[config.mk]
export PLATFORM = sky130hd
export DESIGN_NAME = clk_div_ctrl
export DESIGN_NICKNAME = d
export VERILOG_FILES = /design/src/rtl/clk_div_pkg.sv /design/src/rtl/clk_div_core.sv /design/src/rtl/clk_div_ctrl.sv
export SDC_FILE = /design/constraint.sdc
export NUM_CORES = 1
export LEC_CHECK = 0
export ABC_AREA = 1
export BUFFER_PORTS_ARGS = -buffer_cell sky130_fd_sc_hd__clkbuf_2
export CAP_MARGIN = 10
export CORE_MARGIN = 3
export CORE_UTILIZATION = 25
export DETAILED_ROUTE_END_ITERATION = 12
export GPL_TIMING_DRIVEN = 0
export HOLD_SLACK_MARGIN = 0.05
export PLACE_DENSITY = 0.51
export SLEW_MARGIN = 5
export SYNTH_ARGS = -nofsm -noshare
export SYNTH_HDL_FRONTEND = slang
export SYNTH_HIERARCHICAL = 1
export SYNTH_SLANG_ARGS = --single-unit
[constraint.sdc]
create_clock -name clk -period 4 [get_ports clk]
set_clock_uncertainty 0.05 [all_clocks]
set_input_delay 0.4 -clock clk [delete_from_list [all_inputs] [get_ports clk]]
set_output_delay 0.4 -clock clk [all_outputs]
set_load 0.02 [all_outputs]
[src/rtl/clk_div_pkg.sv]
// -----------------------------------------------------------------------------
// clk_div_pkg
// Shared types and constants for the runtime clock-divider controller.
//   clk_div_state_t     : controller FSM state (IDLE, RUN)
//   CLK_DIV_CNT_W       : default counter / divisor width
//   CLK_DIV_DEF_DIVISOR : default divisor loaded at reset (100 MHz -> 1 Hz)
// -----------------------------------------------------------------------------
package clk_div_pkg;

   typedef enum logic [0:0] {
      IDLE = 1'b0,
      RUN  = 1'b1
   } clk_div_state_t;

   localparam int          CLK_DIV_CNT_W       = 32;
   localparam int unsigned CLK_DIV_DEF_DIVISOR = 50000000;

endpackage

[src/rtl/clk_div_core.sv]
// -----------------------------------------------------------------------------
// clk_div_core
// Period counter, terminal-count compare and square-wave toggle.
// Ports:
//   clk, rst  : clock, synchronous active-high reset
//   run       : counting enabled this cycle (low -> counter held at 0)
//   clr       : restart the period (counter to 0, no terminal count)
//   out_clr   : force clk_out low (run aborted or one-shot finished)
//   div       : active divisor (never 0)
//   term      : combinational terminal-count strobe (wrap this edge)
//   clk_out   : registered square wave, toggles on every wrap
// -----------------------------------------------------------------------------
module clk_div_core
   import clk_div_pkg::*;
#(
   parameter int CNT_W = CLK_DIV_CNT_W
) (
   input  logic             clk,
   input  logic             rst,
   input  logic             run,
   input  logic             clr,
   input  logic             out_clr,
   input  logic [CNT_W-1:0] div,
   output logic             term,
   output logic             clk_out
);

   logic [CNT_W-1:0] r_cnt;
   logic             r_clk_out;
   logic             w_term;

   // A restart in the same cycle as a would-be wrap suppresses the wrap.
   assign w_term = run && !clr && (r_cnt == (div - CNT_W'(1)));

   always_ff @(posedge clk) begin
      if (rst || clr || !run) begin
         r_cnt <= '0;
      end else if (w_term) begin
         r_cnt <= '0;
      end else begin
         r_cnt <= r_cnt + CNT_W'(1);
      end
   end

   // Forcing low takes priority over the toggle so a one-shot ends at 0.
   always_ff @(posedge clk) begin
      if (rst || out_clr) begin
         r_clk_out <= 1'b0;
      end else if (w_term) begin
         r_clk_out <= ~r_clk_out;
      end
   end

   assign term    = w_term;
   assign clk_out = r_clk_out;

endmodule

[src/rtl/clk_div_ctrl.sv]
// -----------------------------------------------------------------------------
// clk_div_ctrl
// Runtime controller for the counter-based clock divider: start/stop,
// one-shot or continuous runs, and glitch-free divisor updates through a
// valid/ready handshake (applied at a period boundary while running).
// Ports:
//   clk, rst     : clock, synchronous active-high reset
//   start        : begin / restart a run (pulse)
//   stop         : abort the run (pulse, wins over start)
//   oneshot      : sampled with start; stop after the first tick
//   cfg_valid    : divisor update offered
//   cfg_divisor  : new divisor (0 is treated as 1)
//   cfg_ready    : controller can accept a divisor (combinational)
//   tick         : one-cycle pulse per completed period
//   clk_out      : square wave toggling on every tick
//   busy         : high while running
//   done         : one-cycle pulse when a one-shot run completes
//   tick_count   : 16-bit wrapping tick counter, present only when
//                  CLK_DIV_CTRL_TICK_CNT_EN is defined
// -----------------------------------------------------------------------------
module clk_div_ctrl
   import clk_div_pkg::*;
#(
   parameter int          CNT_W       = CLK_DIV_CNT_W,
   parameter int unsigned DEF_DIVISOR = CLK_DIV_DEF_DIVISOR
) (
   input  logic             clk,
   input  logic             rst,
   input  logic             start,
   input  logic             stop,
   input  logic             oneshot,
   input  logic             cfg_valid,
   input  logic [CNT_W-1:0] cfg_divisor,
   output logic             cfg_ready,
   output logic             tick,
   output logic             clk_out,
   output logic             busy,
   output logic             done
`ifdef CLK_DIV_CTRL_TICK_CNT_EN
   ,
   output logic [15:0]      tick_count
`endif
);

   localparam logic [CNT_W-1:0] DEF_DIV_C =
      (DEF_DIVISOR == 0) ? CNT_W'(1) : CNT_W'(DEF_DIVISOR);

   clk_div_state_t   r_state;
   clk_div_state_t   w_state_next;
   logic [CNT_W-1:0] r_div_q;
   logic [CNT_W-1:0] r_div_sh;
   logic             r_pend;
   logic             r_oneshot;
   logic             r_tick;
   logic             r_done;

   logic             w_start_ok;
   logic             w_run;
   logic             w_term;
   logic             w_done_evt;
   logic             w_exit_run;
   logic             w_xfer;
   logic [CNT_W-1:0] w_div_in;
   logic             w_cfg_ready;
   logic             w_busy;

   assign w_start_ok = start && !stop;
   assign w_run      = (r_state == RUN) && !stop;
   assign w_done_evt = w_term && r_oneshot;
   assign w_exit_run = (r_state == RUN) && (stop || w_done_evt);
   assign w_xfer     = cfg_valid && w_cfg_ready;
   assign w_div_in   = (cfg_divisor == '0) ? CNT_W'(1) : cfg_divisor;

   // --------------------------------------------------------------- FSM
   always_ff @(posedge clk) begin
      if (rst) begin
         r_state <= IDLE;
      end else begin
         r_state <= w_state_next;
      end
   end

   always_comb begin
      w_state_next = r_state;
      case (r_state)
         IDLE: begin
            if (w_start_ok) begin
               w_state_next = RUN;
            end
         end
         RUN: begin
            if (stop) begin
               w_state_next = IDLE;
            end else if (start) begin
               w_state_next = RUN;
            end else if (w_done_evt) begin
               w_state_next = IDLE;
            end
         end
         default: w_state_next = IDLE;
      endcase
   end

   // cfg_ready is gated by rst so nothing is accepted during reset.
   always_comb begin
      w_cfg_ready = !rst && ((r_state == IDLE) || !r_pend);
      w_busy      = (r_state == RUN);
   end

   // ---------------------------------------------- divisor / handshake
   // In IDLE a transfer goes straight to div_q. In RUN it parks in the
   // shadow and is applied at the next wrap, or on the way back to IDLE.
   always_ff @(posedge clk) begin
      if (rst) begin
         r_div_q   <= DEF_DIV_C;
         r_div_sh  <= DEF_DIV_C;
         r_pend    <= 1'b0;
         r_oneshot <= 1'b0;
         r_tick    <= 1'b0;
         r_done    <= 1'b0;
      end else begin
         r_tick <= w_term;
         r_done <= w_done_evt;
         if (w_start_ok) begin
            r_oneshot <= oneshot;
         end
         if (r_state == IDLE) begin
            if (w_xfer) begin
               r_div_q <= w_div_in;
            end
         end else if (w_exit_run) begin
            // A transfer is only possible here when nothing was pending,
            // so the offered value is the newest one.
            if (w_xfer) begin
               r_div_q <= w_div_in;
            end else if (r_pend) begin
               r_div_q <= r_div_sh;
            end
            r_pend <= 1'b0;
         end else if (w_term && r_pend) begin
            r_div_q <= r_div_sh;
            r_pend  <= 1'b0;
         end else if (w_xfer) begin
            r_div_sh <= w_div_in;
            r_pend   <= 1'b1;
         end
      end
   end

   // ------------------------------------------------------------ core
   clk_div_core #(
      .CNT_W (CNT_W)
   ) u_core (
      .clk     (clk),
      .rst     (rst),
      .run     (w_run),
      .clr     (w_start_ok),
      .out_clr (w_exit_run),
      .div     (r_div_q),
      .term    (w_term),
      .clk_out (clk_out)
   );

`ifdef CLK_DIV_CTRL_TICK_CNT_EN
   logic [15:0] r_tick_cnt;

   // Cleared only when a run actually begins from IDLE; held through stop.
   always_ff @(posedge clk) begin
      if (rst) begin
         r_tick_cnt <= '0;
      end else if ((r_state == IDLE) && w_start_ok) begin
         r_tick_cnt <= '0;
      end else if (w_term) begin
         r_tick_cnt <= r_tick_cnt + 16'd1;
      end
   end

   assign tick_count = r_tick_cnt;
`endif

   assign cfg_ready = w_cfg_ready;
   assign tick      = r_tick;
   assign busy      = w_busy;
   assign done      = r_done;

endmodule

==> reports/results.env, run 1 <==
DIE_WIDTH_UM=162
TIMING.CRITICAL_PATH.CELLS='inv_1 -> ha_1 -> nand2_1 -> nor2_2 -> buf_4 -> nand2_1 -> o21ai_1 -> nand2_1 -> nand2_1 -> nand2_1 -> nor2_1 -> nand2_1 -> nor2_1 -> nand2_2 -> inv_2 -> nand2_2 -> nand2_1 -> inv_1 -> o21ai_2 -> inv_2 -> clkbuf_2 -> o21ai_1 -> nand2_1'
TIMING.MAX_SLEW.REL_SLACK_PCT=59.4
TOTAL_POWER_mW=2.35
HTREE_LEVELS=3
DIODES=0
DRT-PASS1-ITER-COUNT=5
WORST-ENDPOINT-REQUIRED_PS=4200
DIE_AREA_MM2=0.0262
WORST_R2R_PATH_DEPTH=23
INTERNAL_PORTION_OF_TOTAL_POWER_mW=1.62
POWER_DENSITY_mW_PER_MM2=336
MAX_SLEW.WORST_PIN.SLEW_PS=608
SETUP.WORST_PATH.END_CLASS='register'
DRT_ITER0_DRC=327
RSZ_0062_RAISED_AFTER_GLOBAL_ROUTING='false'
LEAKAGE_nW=3.19
CTS_ROOT_BUF='sky130_fd_sc_hd__clkbuf_16'
DESIGN.FINAL.NETS=1061
WORST_PATH_MAX_DELAY_CELL='sky130_fd_sc_hd__dfxtp_1'
FINAL-HOLD-VIOLATION-COUNT=0
ROUTED-VIA-COUNT=5795
SETUP-VIOLATIONS-FINAL=0
DRV.MAX_CAP_VIOLATION_COUNT=0
N_FILL_CELL=2756
HOLDCRITSTARTPOINT='cfg_divisor[2]'
POST-SYNTH-TOP-COUNT-CELL='sky130_fd_sc_hd__nand2_1'
CTS_BUFFERS=9
P_SWITCHING_mW=0.732
REGTOREGSTARTPOINT='r_div_q[0]'
P_SW_SHARE_PCT=31.1
GP_CONGESTION=0.818
ROUTE.DETAILED.VIAS_PER_INST=4.31
SETUP.REG_TO_REG.WORST_SLACK_PS=390
FLOORPLAN.DIE.HEIGHT_UM=162
TRITONCTS='yes'
YOSYS_WARNINGS=6
FIRST_GLOBAL_VIAS=5337
MULTIINPUTGATEAREA_MM2=0.00341
FINAL_CYCLE_SHARE_PCT=90.2
YOSYSUNIQUECELLTYPES=37
HOLD-PATH-CELL-COUNT=3
YOSYS-TOP-CELLS-AREA='sky130_fd_sc_hd__dfxtp_1, sky130_fd_sc_hd__nand2_1, sky130_fd_sc_hd__nor2_1'
CTS.HOLD.BUFFERS_ADDED=0
FINAL_CRITICAL_PERIOD_PS=3610
DRT_WL_TOTAL_UM=17100
WORST-PATH-MAX-FANOUT=10
CPLARGESTDELAYFAMILY='simple AND/OR/NAND/NOR gates'
PLACEDCELLCOUNT=1329
CRIT_PATH_START_KIND='register'
SYN_NETS=1008
RUN_STATUS='complete, no violations'
WORST-PATH-BUF-INV=6
SYNTHDOMINANTAREACELLTYPE='sky130_fd_sc_hd__dfxtp_1'
INITIAL_UTILIZATION_PCT=25.7
FINALMAXSLEWVIOLATIONS=0
IO-PIN-COUNT=43
CLOCK.FMAX_MHz=277
FIN_WORST_HOLD_SLACK_PS=245
GRT-OVFL-TOTAL=0
CRITPATHKIND='reg2reg'
GLOBAL_ROUTE_WIRE_LENGTH_BEFORE_REPAIR_UM=28000
CRITICAL_PATH_ARRIVAL_PS=3810
YOSYS_MOST_USED_DFF='sky130_fd_sc_hd__dfxtp_1'
YS_TOP_CELLS_BY_COUNT='sky130_fd_sc_hd__nand2_1, sky130_fd_sc_hd__nor2_1, sky130_fd_sc_hd__inv_1'
CLK_LATENCY_PS=360
CLOCK_PATH_BUFFERS=2
POWER_FRAC_COMB_PCT=15.1
DETAILEDPLACEMENTHPWL_UM=13500
SYNTHDOMINANTCELLAREASHARE_PCT=33.6
CPMOSTUSEDCELL='sky130_fd_sc_hd__nand2_1'
EDFF_COUNT_SYNTH=0
GATE_COUNT_OF_THE_MAPPED_NETLIST=968
HOLDCRITPATHCLASS='in2reg'
CPPEAKSTAGEDELAY_PS=360
FINISH.CELL_COUNT_WITHOUT_FILLERS=1345
CORE.ROWCOUNT=56
DRIVE_ABOVE_1_SHARE_PCT=11.9
TOTALNEGATIVESETUPSLACK_PS=0
TIMING.HOLD.WORST_ENDPOINT='r_div_sh[2]'
CORE_MM2=0.0237
POSTSYNTHAREAPERCELL_UM2=6.28
SEQUENTIAL_CELL_AREA_MM2=0.00204
CTS.REPORTEDPATHS.CLKPINSLEW_PS=90
GRT_ANTENNA_BEFORE_REPAIR=0
SYNTH.YOSYS.SEQ_AREA_SHARE_PCT=33.6
AVGROUTEDWIREPERCELL_UM=12.7
SEQPWRFRAC_PCT=46.8
SYNTHESIS.AREA_MM2=0.00608
MAXIMUM_NUMBER_OF_PINS_ON_ONE_NET_BEFORE_GLOBAL_ROUTE_REPAIR=21
SYNTH-ASYNC-RESET-RATIO_PCT=0
SYNTH_SEQ_CELLS=102
GLOBAL_ROUTE.USAGE.TOTAL_PCT=13.3
VDD_IR_DROP_MAX_mV=0.207
IO_BUFFER_COUNT=42
CLKSINKCOUNT=102
ANTENNA_LEFT=0
AREA_GROWTH_SYN_TO_LAYOUT_PCT=15.3
POST-ROUTE-DRC-COUNT=0
POWER.CLOCK.FRACTION_PCT=38.0
CRITICAL_R2R_CAPTURE='r_div_q[19]'
==> cell type report <==
type | instances | area share (%)
plain buffers | 30 | 2.54
clock buffers | 9 | 3.21
clock inverters | 7 | 1.11
inverters | 123 | 6.59
multi-input cells | 713 | 48.7
flip-flops and latches | 102 | 29.1
well taps | 319 | 5.70
repair buffers | 42 | 3.00
==> per-stage QoR <==
stage               setup slack [ps]  util, %  instance area [um2]
floorplan                       1050        -                 6080
global placement                 162     28.2                 6690
detailed placement               180     28.2                 6690
CTS                              156     29.5                 6990
global route                    49.7     29.6                 7010
finish                           391     29.6                 7010
==> placed cells by master (no fill, tap or decap), types with 2 or more instances in the layout <==
cell type,Yosys,final
sky130_fd_sc_hd__a21oi_1,44,44
sky130_fd_sc_hd__buf_2,11,11
sky130_fd_sc_hd__buf_4,3,3
sky130_fd_sc_hd__buf_6,5,5
sky130_fd_sc_hd__clkbuf_1,10,8
sky130_fd_sc_hd__clkbuf_16,0,9
sky130_fd_sc_hd__clkbuf_2,0,44
sky130_fd_sc_hd__clkinv_4,0,2
sky130_fd_sc_hd__clkinv_8,0,2
sky130_fd_sc_hd__dfxtp_1,102,102
sky130_fd_sc_hd__ha_1,2,2
sky130_fd_sc_hd__inv_1,118,117
sky130_fd_sc_hd__inv_2,5,6
sky130_fd_sc_hd__nand2_1,244,243
sky130_fd_sc_hd__nand2_2,5,6
sky130_fd_sc_hd__nand3_1,54,54
sky130_fd_sc_hd__nand3_2,5,5
sky130_fd_sc_hd__nand3b_1,5,5
sky130_fd_sc_hd__nand4_1,7,7
sky130_fd_sc_hd__nor2_1,208,207
sky130_fd_sc_hd__nor2_2,8,9
sky130_fd_sc_hd__nor2_4,5,5
sky130_fd_sc_hd__nor3_1,6,6
sky130_fd_sc_hd__nor3_2,2,2
sky130_fd_sc_hd__o21ai_0,40,37
sky130_fd_sc_hd__o21ai_1,13,14
sky130_fd_sc_hd__o21ai_2,1,3
sky130_fd_sc_hd__o21bai_1,2,2
sky130_fd_sc_hd__xnor2_1,14,14
sky130_fd_sc_hd__xor2_1,38,38
==> worst max-delay path by stage <==
stage,startpoint,endpoint,slack (ps),depth (start not counted)
after floorplan,busy,r_div_q[14],1050,24
after global placement,r_div_q[0],r_div_q[20],160,22
after global routing,r_div_q[0],r_div_q[8],50,25
final,r_div_q[0],r_div_q[19],390,23
after CTS,r_div_q[0],r_div_q[21],160,22
after detailed placement,r_div_q[0],r_div_q[21],180,22
==> state kept, by name (all words and copies together), names as in the netlist <==
| name | cells |
|---|---|
| r_div_sh | 32 |
| u_core/r_cnt | 32 |
| r_pend | 1 |
| r_oneshot | 1 |
| r_div_q | 32 |
| busy | 1 |
| u_core/clk_out | 1 |
| done | 1 |
| tick | 1 |
==> worst min-delay path, delay by kind of cell <==
kind          cells  cell delay [ps]
simple gates      2              120
buf+inv           1              100
==> cells by family after synthesis <==
kind of cell	count (synthesis)	synth area share, %
fa+ha+maj	2	0.412
xor+xnor	52	7.49
flops	102	33.6
buf+inv	153	10.5
compound gates	103	8.79
simple gates	556	39.2
==> repair_timing <==
item,CTS,global route
setup endpoints to repair,0,28
buffers inserted,0,0
hold endpoints to repair,0,0
gates resized for setup,0,12
==> layer usage <==
metal  part of all wire (%)  GRT usage, %  vias to the layer above
li1                       -             -                     3103
met1                     49          18.1                     2564
met2                     46          22.2                      114
met3                    3.6          1.56                       14
met4                    1.6          4.19                        0
met5                      0             0                        -
==> power by group through the flow <==
stage	clock [mW]	sequential, mW	combinational (mW)
2_1_floorplan	0	1.11	0.255
3_3_place_gp	0	1.12	0.353
6_report	0.895	1.10	0.357
3_5_place_dp	0	1.13	0.353
5_1_grt	0.957	1.11	0.410
4_1_cts	0.922	1.10	0.356
Power figures use the tool's default switching activity.
==> run 2: changes to the inputs <==
--- a/config.mk
+++ b/config.mk
@@ -8,12 +8,14 @@
 export ABC_AREA = 1
 export BUFFER_PORTS_ARGS = -buffer_cell sky130_fd_sc_hd__clkbuf_2
 export CAP_MARGIN = 10
+export CELL_PAD_IN_SITES_DETAIL_PLACEMENT = 1
+export CELL_PAD_IN_SITES_GLOBAL_PLACEMENT = 1
 export CORE_MARGIN = 3
 export CORE_UTILIZATION = 25
 export DETAILED_ROUTE_END_ITERATION = 12
 export GPL_TIMING_DRIVEN = 0
 export HOLD_SLACK_MARGIN = 0.05
-export PLACE_DENSITY = 0.51
+export PLACE_DENSITY = 0.61
 export SLEW_MARGIN = 5
 export SYNTH_ARGS = -nofsm -noshare
 export SYNTH_HDL_FRONTEND = slang
==> run 2 against run 1 <==
Against the previous run:
- cell area shrank 0.36%
- fmax shrank 0.26%
- utilization shrank 0.11 points
- sequential cell count is the same
- clock-buffer cell count grew 2
- wire length grew 11%
- sequential power is essentially flat
- global-route usage grew 1.9 points
- largest power group unchanged
- critical path depth grew 2
- largest cell class unchanged
==> reports/results.env, run 2 (synthesis results as in run 1) <==
RUN_STATUS='complete, no violations'
RSZ_0062_RAISED_AFTER_GLOBAL_ROUTING='false'
ANTENNA_LEFT=0
FINISH.CELL_COUNT_WITHOUT_FILLERS=1344
BIGGESTREGSBYFLOPS='r_div_q (32), r_div_sh (32), u_core/r_cnt (32)'
CRITICAL_PATH_ARRIVAL_PS=3830
CLK_LATENCY_PS=360
DIODES=0
AREA_GROWTH_SYN_TO_LAYOUT_PCT=14.8
DESIGN.FINAL.NETS=1061
ROUTE.DETAILED.VIAS_PER_INST=4.39
CLOCK.FMAX_MHz=276
SETUP-VIOLATIONS-FINAL=0
CLOCK_PATH_BUFFERS=2
MAXIMUM_NUMBER_OF_PINS_ON_ONE_NET_BEFORE_GLOBAL_ROUTE_REPAIR=17
CTS_BUFFERS=9
HOLDCRITPATHCLASS='in2reg'
CRIT_PATH_START_KIND='register'
DRT_WL_TOTAL_UM=19000
VDD_IR_DROP_MAX_mV=0.171
AVGROUTEDWIREPERCELL_UM=14.1
FINAL_CRITICAL_PERIOD_PS=3620
DRT_ITER0_DRC=233
ROUTED-VIA-COUNT=5899
CRITPATHKIND='reg2reg'
N_FILL_CELL=3171
GLOBAL_ROUTE_WIRE_LENGTH_BEFORE_REPAIR_UM=31700
CLKSINKCOUNT=102
TIMING.MAX_SLEW.REL_SLACK_PCT=63.7
PLACEDCELLCOUNT=1329
TOTALNEGATIVESETUPSLACK_PS=0
CTS.HOLD.BUFFERS_ADDED=0
GP_CONGESTION=0.784
FINAL_CELL_MIX='sky130_fd_sc_hd__nand2_1, sky130_fd_sc_hd__nor2_1, sky130_fd_sc_hd__inv_1, sky130_fd_sc_hd__dfxtp_1, sky130_fd_sc_hd__nand3_1'
TRITONCTS='yes'
POWER_DENSITY_mW_PER_MM2=333
FIRST_GLOBAL_VIAS=5966
POST-ROUTE-DRC-COUNT=0
DIE_WIDTH_UM=162
GLOBAL_ROUTE.USAGE.TOTAL_PCT=15.3
DRIVE_ABOVE_1_SHARE_PCT=11.8
GRT-OVFL-TOTAL=0
CTS_ROOT_BUF='sky130_fd_sc_hd__clkbuf_16'
CORE_MM2=0.0237
IO-PIN-COUNT=43
FINALMAXSLEWVIOLATIONS=0
INITIAL_UTILIZATION_PCT=25.7
MAX_SLEW.WORST_PIN.SLEW_PS=545
DIE_AREA_MM2=0.0262
GRT_ANTENNA_BEFORE_REPAIR=0
SETUP.WORST_PATH.END_CLASS='register'
HTREE_LEVELS=3
WORST-ENDPOINT-REQUIRED_PS=4210
WORST-PATH-MAX-FANOUT=10
LEAKAGE_nW=3.18
LAYOUT_COMMONEST_CELL='sky130_fd_sc_hd__nand2_1'
DRT-PASS1-ITER-COUNT=4
DETAILEDPLACEMENTHPWL_UM=15300
FIN_WORST_HOLD_SLACK_PS=240
CTS.REPORTEDPATHS.CLKPINSLEW_PS=70
FINAL-HOLD-VIOLATION-COUNT=0
FINAL_CYCLE_SHARE_PCT=90.5
FLOORPLAN.DIE.HEIGHT_UM=162
IO_BUFFER_COUNT=42
DRV.MAX_CAP_VIOLATION_COUNT=0
CORE.ROWCOUNT=56
## run 2: final cells by class
class / instances / area (um2) / area share [%]
plain buffers: 30 / 178 / 2.54
clock buffers: 11 / 243 / 3.48
clock inverters: 4 / 31.3 / 0.448
inverters: 123 / 462 / 6.61
multi-input cells: 713 / 3420 / 48.9
flip-flops and latches: 102 / 2040 / 29.3
well taps: 319 / 399 / 5.72
repair buffers: 42 / 210 / 3.01
## run 2: final timing paths
kind / start / to / slack (ps) / cells past startpoint
max: r_div_q[0] / r_div_q[30] / 380 / 25
min: cfg_divisor[22] / r_div_q[22] / 240 / 3
max reg2reg: r_div_q[0] / r_div_q[30] / 380 / 25
min reg2reg: r_div_sh[12] / r_div_sh[12] / 430 / 2
## run 2: worst max-delay path, stage by stage (launching register included)
cell and delay, ps:
sky130_fd_sc_hd__dfxtp_1 370, sky130_fd_sc_hd__inv_2 110, sky130_fd_sc_hd__ha_1 230, sky130_fd_sc_hd__nand2_2 130
sky130_fd_sc_hd__nor2_2 170, sky130_fd_sc_hd__buf_4 200, sky130_fd_sc_hd__nand2_1 130, sky130_fd_sc_hd__o21ai_1 190
sky130_fd_sc_hd__nand2_1 70, sky130_fd_sc_hd__nand2_1 60, sky130_fd_sc_hd__nand2_1 50, sky130_fd_sc_hd__nor2_1 80
sky130_fd_sc_hd__nand2_1 70, sky130_fd_sc_hd__nor2_2 130, sky130_fd_sc_hd__nand2_2 140, sky130_fd_sc_hd__inv_1 150
sky130_fd_sc_hd__nand2_2 120, sky130_fd_sc_hd__nand2_1 110, sky130_fd_sc_hd__inv_1 80, sky130_fd_sc_hd__o21ai_2 190
sky130_fd_sc_hd__inv_2 120, sky130_fd_sc_hd__buf_2 220, sky130_fd_sc_hd__nand2_1 80, sky130_fd_sc_hd__nand3_1 130
sky130_fd_sc_hd__nand2_1 100, sky130_fd_sc_hd__inv_1 30
## run 2: through the flow
| stage | power [mW] | setup slack, ps | cell area (um2) | util [%] |
|---|---|---|---|---|
| finish | 2.33 | 382 | 6980 | 29.5 |
| global route | 2.47 | 24.3 | 6980 | 29.5 |
| CTS | 2.37 | 9.13 | 6960 | 29.4 |
| detailed placement | 1.49 | 55.3 | 6690 | 28.2 |
| global placement | 1.48 | 122 | 6690 | 28.2 |
| floorplan | 1.36 | 1050 | 6080 | - |
## run 2: power breakdown
group          leakage [nW]  total (mW)  switching, mW  internal (mW)
logic                  2.21       0.365          0.236          0.129
clock network         0.136       0.861          0.421          0.441
registers             0.831        1.10         0.0493           1.05
## run 2: per-layer routing
metal | share of wire [%] | vias to the layer above | global-route usage [%]
met5 | 0 | - | 0
met4 | 1.1 | 0 | 3.14
met3 | 2.6 | 10 | 2.78
met2 | 47 | 59 | 25.8
met1 | 49 | 2732 | 20.5
li1 | - | 3098 | -
## run 2: repair_timing
| item | 4_1_cts | 5_1_grt |
|---|---|---|
| buffers inserted | 0 | 0 |
| hold endpoints to repair | 0 | 0 |
| endpoints found under the setup margin | 0 | 43 |
| resized for setup | 0 | 12 |
